**config.mk**
```make
export PLATFORM = sky130hd
export DESIGN_NAME = chr_a12_watch
export DESIGN_NICKNAME = d
export VERILOG_FILES = /design/src/rtl/chr_watch_pkg.sv /design/src/rtl/chr_a12_watch_sat_counter.sv /design/src/rtl/chr_a12_watch.sv
export SDC_FILE = /design/constraint.sdc
export NUM_CORES = 1
export LEC_CHECK = 0
export BUFFER_PORTS_ARGS = -buffer_cell sky130_fd_sc_hd__buf_2
export CAP_MARGIN = 5
export CORE_MARGIN = 5
export CORE_UTILIZATION = 45
export DETAILED_ROUTE_END_ITERATION = 8
export GPL_ROUTABILITY_DRIVEN = 0
export MAX_ROUTING_LAYER = met4
export PLACE_DENSITY = 0.74
export RECOVER_POWER = 100
export REMOVE_ABC_BUFFERS = 1
export SYNTH_ARGS = -nofsm -noshare
export SYNTH_HDL_FRONTEND = slang
export SYNTH_SLANG_ARGS = --single-unit
```
**constraint.sdc**
```tcl
create_clock -name clk -period 1.7 [get_ports clk]
set_input_delay 0.17 -clock clk [delete_from_list [all_inputs] [get_ports clk]]
set_output_delay 0.17 -clock clk [all_outputs]
set_load 0.01 [all_outputs]
```
**src/rtl/chr_watch_pkg.sv**
```systemverilog
// rtl/chr_watch_pkg.sv - shared constants for the CHR bus event front-end
package chr_watch_pkg;

  localparam logic [13:0] CHR_LATCH_MASK = 14'h2FF8;
  localparam logic [13:0] CHR_LATCH_FD   = 14'h0FD8;
  localparam logic [13:0] CHR_LATCH_FE   = 14'h0FE8;
  localparam int          LOW_M2_MIN_DEF = 3;

endpackage

```
**src/rtl/chr_a12_watch_sat_counter.sv**
```systemverilog
// rtl/chr_a12_watch_sat_counter.sv - saturating up-counter with set/clear priority
module sat_counter #(
  parameter int W = 4
) (
  input  logic         clk,
  input  logic         reset_n,
  input  logic         set,
  input  logic         clr,
  input  logic         inc,
  output logic [W-1:0] cnt
);

  localparam logic [W-1:0] MAX = '1;
  localparam logic [W-1:0] ONE = {{(W-1){1'b0}}, 1'b1};

  logic [W-1:0] cnt_q, cnt_d;

  // set beats clear beats increment
  always_comb begin
    cnt_d = cnt_q;
    if (set)
      cnt_d = MAX;
    else if (clr)
      cnt_d = '0;
    else if (inc && (cnt_q != MAX))
      cnt_d = cnt_q + ONE;
  end

  always_ff @(posedge clk or negedge reset_n) begin
    if (!reset_n)
      cnt_q <= '0;
    else
      cnt_q <= cnt_d;
  end

  assign cnt = cnt_q;

endmodule

```
**src/rtl/chr_a12_watch.sv**
```systemverilog
// rtl/chr_a12_watch.sv - turns the PPU CHR bus into filtered A12-rise, read and latch-hit pulses
module chr_a12_watch
  import chr_watch_pkg::*;
#(
  parameter int LOW_M2_MIN = LOW_M2_MIN_DEF,
  parameter int CNT_W      = 4
) (
  input  logic        clk,
  input  logic        reset_n,
  input  logic        enable,
  input  logic        ce,
  input  logic        ppu_ce,
  input  logic [13:0] chr_ain,
  input  logic        chr_read,
  output logic        a12_rise,
  output logic        a12_level,
  output logic        rd_strobe,
  output logic        latch_hit0,
  output logic        latch_hit1,
  output logic        latch_side,
  output logic [7:0]  rise_count
);

  localparam logic [CNT_W-1:0] LOW_MIN = CNT_W'(LOW_M2_MIN);

  logic             prev_a12_q, prev_a12_d;
  logic             a12_rise_q, a12_rise_d;
  logic             rd_strobe_q, rd_strobe_d;
  logic             latch_hit0_q, latch_hit0_d;
  logic             latch_hit1_q, latch_hit1_d;
  logic             latch_side_q, latch_side_d;
  logic [7:0]       rise_count_q, rise_count_d;
  logic [CNT_W-1:0] low_cnt;

  logic a12_now, rise_ok, rd_ev, fd_hit, fe_hit;

  assign a12_now = chr_ain[12];
  // low_cnt here is the pre-update value, so a coincident ce cannot help a rise pass
  assign rise_ok = ppu_ce && a12_now && !prev_a12_q && (low_cnt >= LOW_MIN);
  assign rd_ev   = ppu_ce && chr_read;
  assign fd_hit  = rd_ev && ((chr_ain & CHR_LATCH_MASK) == CHR_LATCH_FD);
  assign fe_hit  = rd_ev && ((chr_ain & CHR_LATCH_MASK) == CHR_LATCH_FE);

  // disabled: counter parks saturated so the first rise after enable is accepted
  sat_counter #(.W(CNT_W)) u_low_cnt (
    .clk     (clk),
    .reset_n (reset_n),
    .set     (!enable),
    .clr     (enable && ppu_ce && a12_now),
    .inc     (enable && ce && !prev_a12_q),
    .cnt     (low_cnt)
  );

  always_comb begin
    prev_a12_d   = prev_a12_q;
    rise_count_d = rise_count_q;
    latch_side_d = latch_side_q;
    a12_rise_d   = 1'b0;
    rd_strobe_d  = 1'b0;
    latch_hit0_d = 1'b0;
    latch_hit1_d = 1'b0;
    if (!enable) begin
      prev_a12_d   = 1'b0;
      rise_count_d = 8'd0;
      latch_side_d = 1'b0;
    end else begin
      if (ppu_ce)
        prev_a12_d = a12_now;
      a12_rise_d = rise_ok;
      if (rise_ok)
        rise_count_d = rise_count_q + 8'd1;
      rd_strobe_d  = rd_ev;
      latch_hit0_d = fd_hit;
      latch_hit1_d = fe_hit;
      if (fd_hit || fe_hit)
        latch_side_d = a12_now;
    end
  end

  always_ff @(posedge clk or negedge reset_n) begin
    if (!reset_n) begin
      prev_a12_q   <= 1'b0;
      a12_rise_q   <= 1'b0;
      rd_strobe_q  <= 1'b0;
      latch_hit0_q <= 1'b0;
      latch_hit1_q <= 1'b0;
      latch_side_q <= 1'b0;
      rise_count_q <= 8'd0;
    end else begin
      prev_a12_q   <= prev_a12_d;
      a12_rise_q   <= a12_rise_d;
      rd_strobe_q  <= rd_strobe_d;
      latch_hit0_q <= latch_hit0_d;
      latch_hit1_q <= latch_hit1_d;
      latch_side_q <= latch_side_d;
      rise_count_q <= rise_count_d;
    end
  end

  assign a12_rise   = a12_rise_q;
  assign a12_level  = prev_a12_q;
  assign rd_strobe  = rd_strobe_q;
  assign latch_hit0 = latch_hit0_q;
  assign latch_hit1 = latch_hit1_q;
  assign latch_side = latch_side_q;
  assign rise_count = rise_count_q;

endmodule
```
==> results of run 1 <==
==> sequential cells by signal (all words and copies together), names as in the netlist <==
name,flops
u_low_cnt.cnt,4
a12_level,1
latch_hit1,1
latch_side,1
a12_rise,1
rd_strobe,1
latch_hit0,1
rise_count,8
==> metal layers <==
layer  track usage [%]  vias up
li1                  -      366
met1             15.21      347
met3             3.016        4
met5                 -        -
met2             22.80       28
met4             8.136        0
==> where the power goes <==
group / switching, mW / leakage (nW) / internal, mW
clock: 0.123 / 0.0138 / 0.0824
sequential: 0.0215 / 0.234 / 0.446
combinational: 0.0676 / 0.283 / 0.0585
total: 0.212 / 0.531 / 0.587
==> through the flow <==
step	hold slack, ns	area, um^2
after global placement	0.1174	1121
after detailed placement	0.1288	1121
after floorplan	-0.1256	937.1
final	0.06783	1127
after global routing	0.06509	1127
after CTS	0.05870	1154
==> cell type report <==
| class | instances | area, um^2 | area share, % |
|---|---|---|---|
| Clock buffer | 3 | 22.52 | 1.998 |
| Tap cell | 27 | 33.78 | 2.997 |
| Sequential cell | 18 | 450.4 | 39.96 |
| Multi-Input combinational cell | 64 | 480.5 | 42.62 |
| Timing Repair Buffer | 31 | 140.1 | 12.43 |
==> repair_timing <==
| item | 4_1_cts | 5_1_grt |
|---|---|---|
| buffers inserted | 0 | 0 |
| hold buffers | 1 | 0 |
| setup endpoints to repair | 0 | 0 |
| endpoints found under the hold margin | 18 | 0 |
==> worst paths after layout <==
check | start | end | slack [ns]
max in group asynchronous | reset_n | rise_count[2] | 0.59
setup / recovery | u_low_cnt.cnt[0] | rise_count[3] | 0.12
setup reg to reg | u_low_cnt.cnt[0] | rise_count[3] | 0.12
min in group asynchronous | reset_n | u_low_cnt.cnt[3] | 0.53
hold / removal | chr_ain[5] | latch_hit0 | 0.07
hold reg to reg | rise_count[7] | rise_count[7] | 0.56
==> Yosys cell counts <==
| master | instances | area [um^2] |
|---|---|---|
| nand4_1 | 2 | 12.51 |
| nor2_1 | 1 | 3.750 |
| nor4_1 | 1 | 6.260 |
| mux2i_1 | 4 | 40.04 |
| nand4b_1 | 1 | 8.760 |
| xor2_1 | 7 | 61.31 |
| and2b_2 | 1 | 8.760 |
| nand3_1 | 6 | 30.03 |
| nand3b_4 | 1 | 20.02 |
| dfrtp_1 | 18 | 450.4 |
| o31ai_1 | 1 | 7.510 |
| nor2_2 | 1 | 6.260 |
| o21a_1 | 1 | 7.510 |
| nor3b_2 | 1 | 12.51 |
| and3_2 | 1 | 7.510 |
| and2_1 | 6 | 37.54 |
| nor3_4 | 1 | 16.27 |
| nor3_1 | 2 | 10.01 |
| o21ai_0 | 3 | 15.01 |
| and2_2 | 1 | 7.510 |
| nor3b_1 | 2 | 15.01 |
| o21ai_1 | 1 | 5.000 |
| and3_1 | 2 | 12.51 |
| clkbuf_1 | 2 | 7.510 |
| xnor2_1 | 1 | 8.760 |
| and4b_1 | 1 | 10.01 |
| nor4b_2 | 2 | 30.03 |
| a21oi_1 | 1 | 5.000 |
| nand3b_1 | 1 | 7.510 |
| nor2b_1 | 3 | 18.77 |
| and4_1 | 1 | 8.760 |
| nand2b_1 | 1 | 6.260 |
| ha_1 | 2 | 25.02 |
| nand2_1 | 4 | 15.01 |
==> cell families after synthesis <==
group           after synthesis
flops                        18
mux                           4
fa+ha+maj                     2
simple gates                 43
compound gates                7
buf+inv                       2
xor+xnor                      8
==> results.cfg, run 1 <==
[status]
status = complete, no violations

[layout]
final_common_cell = dfrtp_1
fillers = 192
finalNetCount = 140
final_util_pct = 56.88
drive_gt1_share_pct = 21.55
final_cell_mix = dfrtp_1 (18), clkbuf_1 (16), buf_2 (14)
layout.cells.non_filler = 143
antenna_cells = 0
area_growth_pct = 19.34

[power_and_ir_drop]
p_total_mw = 0.7990
ir_drop_mv = 0.4084
p_leak_nw = 0.5307
power.density_nw_per_um2 = 708.7

[global_route]
grt_max_degree = 20
grtUsageTotal_pct = 13.80
grt_pass1_wl_mm = 3.305
grt_pass1_vias = 788
antenna_found_initial = 0
grt_overflow = 0

[sta]
finalCriticalPeriod_ns = 1.576
setup_viol = 0
relSlewSlack_pct = 36.71
fin_setup_tns_ns = 0
tightest_slew_ns = 0.9494
hold_viol = 0
fin_crit_sh_pct = 92.72
clock_skew_ns = 0.007172
setup_ws_ns = 0.1238
slew_viol_final = 0
rsz0062_at_grt = false
max_freq_mhz = 634.4

[routing]
vias_per_cell = 5.210
drtIter0Drc = 18
dr_wl_met2_um = 809
vias = 745
drc = 0
drt-total-wl_mm = 1.827
wl_met3_um = 147
wl_met1_um = 825
dr.pass1.iters = 4
ant_nets = 0
wl_per_cell_um = 12.78
dr.max_layer_used = met4

[logic_synthesis]
synth_cells = 84
ys_seq_area_share_pct = 47.68
syn-cell-area_um2 = 944.7
synth_fa_ha_area_share_pct = 2.649
synth.distinct_cells = 34
synth-seq-cells = 18
synth_compound_area_share_pct = 4.238
yosysWarnings = 0
synth-simple-area-share_pct = 32.98
yosys-mux-area-fraction_pct = 4.238
syn_area_per_cell_um2 = 11.25
synth_top_family_by_area = simple AND/OR/NAND/NOR gates
synthXorXnorAreaFrac_pct = 7.417

[die]
core_um2 = 1982
rows = 16
initial_utilization_pct = 47.66
die_x_um = 55.82
die_area_um2 = 3115
die_h_um = 55.82
io-pin-count = 34

[critical_path]
cp_slowest_stage_delay_ns = 0.42
crit_chain = ha_1 -> nor3_4 -> nor3_1 -> xor2_1 -> and2_0
cp.depth = 5
reg2reg_depth = 5
cp-end-kind = register
crit_arrival_ns = 1.75
path_max_fanout = 6
critPathKind = register to register
start_kind = register
slowest_stage = dfrtp_1
path_buf_inv = 0
path_delay_family = simple AND/OR/NAND/NOR gates
crit_required_ns = 1.88

[min_path]
holdPathStages = 2
hp-class = primary input to register

[clock_network]
htreeDepth = 1
cts-buffers-inserted = 3
cts_buffer_depth = 2
cts_tree = yes
cts-resized-gates = 0
clk_latency_ns = 0.29
path_clk_slew_ns = 0.10
cts.sinks = 18
root_buffer = clkbuf_4

[placed_design]
numPortBuffers = 30
dp_slack_ns = 0.1400
dp_hpwl_mm = 1.403
place_inst = 139

[flow_run]
maxCapViolations = 0
No activity file was read; power rests on OpenSTA's default activity.
==> run 2, diff against run 1 <==
--- a/config.mk
+++ b/config.mk
@@ -12,9 +12,10 @@
 export DETAILED_ROUTE_END_ITERATION = 8
 export GPL_ROUTABILITY_DRIVEN = 0
 export MAX_ROUTING_LAYER = met4
-export PLACE_DENSITY = 0.74
+export PLACE_DENSITY = 0.85
 export RECOVER_POWER = 100
 export REMOVE_ABC_BUFFERS = 1
+export SETUP_SLACK_MARGIN = 0.2
 export SYNTH_ARGS = -nofsm -noshare
 export SYNTH_HDL_FRONTEND = slang
 export SYNTH_SLANG_ARGS = --single-unit
==> run 2 against run 1 <==
Against the previous run: routed wire length up 8.5%; clock power up 32%; final cell count up 1.4%; clock skew down 0.0061 ns; clock-buffer cell count up 1; setup slack better by 0.095 ns; critical path type unchanged; highest routed layer unchanged.
==> results.cfg, run 2 (synthesized netlist as in run 1, its figures left out) <==
[critical_path]
crit_required_ns = 1.90
path_max_fanout = 6
cp-end-kind = register
crit_arrival_ns = 1.68
critPathKind = register to register
start_kind = register

[global_route]
grt_max_degree = 20
grt_pass1_vias = 793
grt_overflow = 0
grtUsageTotal_pct = 14.37
grt_pass1_wl_mm = 3.408
antenna_found_initial = 0

[power_and_ir_drop]
p_sw_mw = 0.2309
p_leak_nw = 0.5425
combPwrFrac_pct = 15.4
switching_share_pct = 26.48
power.share.clock_pct = 30.9
internal_power_mw = 0.6410
power.density_nw_per_um2 = 766.6
power_frac_seq_pct = 53.7
ir_drop_mv = 0.5709

[clock_network]
cts-buffers-inserted = 3
htreeDepth = 1
cts.sinks = 18
cts_tree = yes
root_buffer = clkbuf_4
path_clk_slew_ns = 0.10
cts_buffer_depth = 2
clk_latency_ns = 0.30

[sta]
relSlewSlack_pct = 35.48
clock_skew_ns = 0.001049
slew_viol_final = 0
hold_viol = 0
setup_viol = 0
finalCriticalPeriod_ns = 1.481
rsz0062_at_grt = true
fin_crit_sh_pct = 87.14
fin_setup_tns_ns = 0
max_freq_mhz = 675.1
tightest_slew_ns = 0.9677
whs_ns = 0.04685

[routing]
drc = 0
vias = 741
dr.pass1.iters = 4
wl_per_cell_um = 13.67
ant_nets = 0
drt-total-wl_mm = 1.982
vias_per_cell = 5.110
drtIter0Drc = 12

[layout]
finalNetCount = 141
final_common_cell = dfrtp_1
layout.cells.non_filler = 145
fillers = 191
antenna_cells = 0
multi_input_area_um2 = 469.2
largest_register_ffs = 8
area_growth_pct = 20.40
regArea_um2 = 450.4
drive_gt1_share_pct = 21.19
final_cell_mix = dfrtp_1 (18), clkbuf_1 (16), buf_2 (14)

[die]
rows = 16
core_um2 = 1982
die_area_um2 = 3115
initial_utilization_pct = 47.66
io-pin-count = 34
die_x_um = 55.82
die_h_um = 55.82

[placed_design]
place_inst = 139
numPortBuffers = 30
dp_hpwl_mm = 1.475

[min_path]
hp-class = primary input to register

[status]
status = complete, no violations

[flow_run]
maxCapViolations = 0
-- run 2: layout make-up --
| type | count | share of cell area, % |
|---|---|---|
| multi-input cells | 64 | 41.25 |
| flip-flops and latches | 18 | 39.60 |
| well taps | 27 | 2.970 |
| repair buffers | 32 | 12.98 |
| clock buffers | 4 | 3.190 |
-- run 2: metal layers --
| metal | wire length (um) | up-vias | share of wire [%] | GRT usage [%] |
|---|---|---|---|---|
| met5 | 0 | - | 0 | - |
| met4 | 29 | 0 | 1.5 | 5.085 |
| met3 | 131 | 5 | 6.6 | 5.336 |
| met2 | 988 | 19 | 50 | 25.84 |
| met1 | 833 | 349 | 42 | 14.14 |
| li1 | - | 368 | - | - |
-- run 2: per-stage QoR --
step	power [mW]	worst slack, ns	instance area, um^2	util [%]
final	0.8719	0.2186	1137	57.39
after global routing	0.9278	0.1205	1137	57.39
after CTS	0.8859	0.2018	1167	58.90
after detailed placement	0.6075	0.1533	1121	56.57
after global placement	0.5985	0.1841	1121	56.57
after floorplan	0.5504	0.2509	937.1	-
-- run 2: what timing repair did --
| action | CTS | global route |
|---|---|---|
| buffers inserted | 0 | 1 |
| hold buffers | 1 | 0 |
| pin swaps | 1 | 3 |
| endpoints found under the setup margin | 6 | 8 |
| resized for setup | 0 | 2 |
| endpoints found under the hold margin | 18 | 0 |
-- run 2: power groups by stage --
stage               Clock, mW  Sequential [mW]  Combinational [mW]
floorplan                   0            0.476              0.0748
CTS                     0.284            0.468               0.134
global placement            0            0.474               0.124
global route            0.305            0.472               0.151
detailed placement          0            0.477               0.131
finish                  0.270            0.468               0.134
-- run 2: critical path, cell delays in order (launching register included) --
cell and delay (ns):
dfrtp_1 0.41, ha_1 0.25, nor3_4 0.29, nor4b_1 0.11
xor2_1 0.15, and2_1 0.17
-- run 2: final timing paths --
path / slack [ns] / to / cells after the start / startpoint
worst max-delay path: 0.22 / rise_count[5] / 5 / u_low_cnt.cnt[1]
worst min-delay path: 0.05 / latch_hit0 / 2 / chr_ain[5]
worst max register to register: 0.22 / rise_count[5] / 5 / u_low_cnt.cnt[1]
worst min register to register: 0.56 / latch_side / 2 / latch_side
max in group asynchronous: 0.58 / latch_hit0 / 2 / reset_n
min in group asynchronous: 0.53 / a12_rise / 2 / reset_n
==> run 3, diff against run 2 <==
--- a/config.mk
+++ b/config.mk
@@ -12,7 +12,7 @@
 export DETAILED_ROUTE_END_ITERATION = 8
 export GPL_ROUTABILITY_DRIVEN = 0
 export MAX_ROUTING_LAYER = met4
-export PLACE_DENSITY = 0.85
+export PLACE_DENSITY_LB_ADDON = 0.12
 export RECOVER_POWER = 100
 export REMOVE_ABC_BUFFERS = 1
 export SETUP_SLACK_MARGIN = 0.2
==> run 3 against run 2 <==
Against the previous run: routed wire length down 9.4%; worst hold slack better by 0.020 ns; sequential share of layout area decreased by 0.22 points; register-to-register slack barely moved; setup slack gained 0.012 ns; fmax up 0.82%; clock power is 5% lower.
==> results.cfg, run 3 (synthesized netlist as in run 1, its figures left out) <==
[status]
status = complete, no violations

[routing]
dr.pass1.iters = 4
ant_nets = 0
drt-total-wl_mm = 1.796
vias = 740
drtIter0Drc = 14
wl_per_cell_um = 12.39
drc = 0
vias_per_cell = 5.103

[placed_design]
numPortBuffers = 30
dp_hpwl_mm = 1.372

[die]
rows = 16
die_area_um2 = 3115
die_h_um = 55.82
die_x_um = 55.82
core_um2 = 1982
initial_utilization_pct = 47.66
io-pin-count = 34

[clock_network]
cts-buffers-inserted = 3
clk_latency_ns = 0.29
root_buffer = clkbuf_4
cts.sinks = 18
htreeDepth = 1
cts_tree = yes
path_clk_slew_ns = 0.10
cts_buffer_depth = 2

[layout]
finalNetCount = 141
fillers = 183
antenna_cells = 0
drive_gt1_share_pct = 22.03
largest_register_ffs = 8
final_cell_mix = dfrtp_1 (18), clkbuf_1 (16), buf_2 (14)
final_common_cell = dfrtp_1
area_growth_pct = 21.06

[sta]
whs_ns = 0.06673
fin_crit_sh_pct = 86.43
rsz0062_at_grt = true
tightest_slew_ns = 0.9426
finalCriticalPeriod_ns = 1.469
clock_skew_ns = 0.007072
slew_viol_final = 0
hold_viol = 0
relSlewSlack_pct = 37.16
max_freq_mhz = 680.6
fin_setup_tns_ns = 0
setup_viol = 0

[critical_path]
path_max_fanout = 6
reg2reg_depth = 5
r2r_slack_ns = 0.23
crit_arrival_ns = 1.65
timing.rr.start = u_low_cnt.cnt[0]
r2r-end = rise_count[0]
cp_slowest_stage_delay_ns = 0.40
crit_required_ns = 1.88
critPathKind = register to register
start_kind = register
cp-end-kind = register
crit_chain = ha_1 -> nor3_4 -> nor2_2 -> xor2_1 -> and2_0
slowest_stage = dfrtp_1

[global_route]
grt_max_degree = 20
grt_overflow = 0
grt_pass1_vias = 727
grtUsageTotal_pct = 13.50
grt_pass1_wl_mm = 3.256
antenna_found_initial = 0

[min_path]
holdPathStages = 2
hold_path_startpoint = chr_ain[4]
hold_end = latch_hit1
hp-class = primary input to register

[power_and_ir_drop]
p_leak_nw = 0.5442
power.density_nw_per_um2 = 748.5
ir_drop_mv = 0.3935

[flow_run]
maxCapViolations = 0
## run 3: final cells by class
type	count	area (um^2)	area share, %
Sequential cell	18	450.4	39.39
Clock buffer	4	36.28	3.173
Timing Repair Buffer	32	147.6	12.91
Tap cell	27	33.78	2.954
Multi-Input combinational cell	64	475.5	41.58
## run 3: layer usage
layer  GRT usage [%]  vias up  part of all wire [%]
met5               -        -                     0
met4           6.102        0                  0.84
met3           3.016        2                   7.5
met2           19.76       27                    46
met1           17.79      341                    45
li1                -      370                     -
## run 3: what timing repair did
| action | in CTS | in global routing |
|---|---|---|
| pin swaps | 1 | 0 |
| resized for setup | 1 | 2 |
| hold buffers | 1 | 0 |
| buffers inserted | 0 | 1 |
| hold endpoints to repair | 18 | 0 |
| endpoints found under the setup margin | 6 | 5 |
## run 3: report_power, final
group          leakage [nW]  total (mW)  internal (mW)  switching (mW)
combinational         0.289       0.133         0.0627          0.0702
sequential            0.234       0.466          0.446          0.0198
clock                0.0210       0.257          0.130           0.127
## run 3: stage by stage
step	utilization [%]	instance area (um^2)	cells	power, mW	setup WS, ns
finish	57.70	1144	145	0.8560	0.2307
global route	57.70	1144	145	0.9233	0.1201
CTS	59.03	1170	144	0.8748	0.2502
detailed placement	56.57	1121	139	0.6065	0.1606
global placement	56.57	1121	139	0.6015	0.1802
floorplan	-	937.1	82	0.5504	0.2509
## run 3: worst max path at each step
stage	startpoint	endpoint	slack [ns]	cells past startpoint
2_1_floorplan	u_low_cnt.cnt[0]	rise_count[3]	0.25	5
3_3_place_gp	u_low_cnt.cnt[0]	rise_count[0]	0.18	5
3_5_place_dp	u_low_cnt.cnt[0]	rise_count[0]	0.16	5
4_1_cts	u_low_cnt.cnt[0]	rise_count[0]	0.25	5
5_1_grt	u_low_cnt.cnt[1]	rise_count[0]	0.12	5
6_report	u_low_cnt.cnt[0]	rise_count[0]	0.23	5
## run 3: critical path, delay by kind of cell (launching register included)
kind,cells,cell delay (ns)
xor gates and xnor gates,1,0.15
DFF,1,0.40
and+or+nand+nor,3,0.54
adders and majority gates,1,0.26
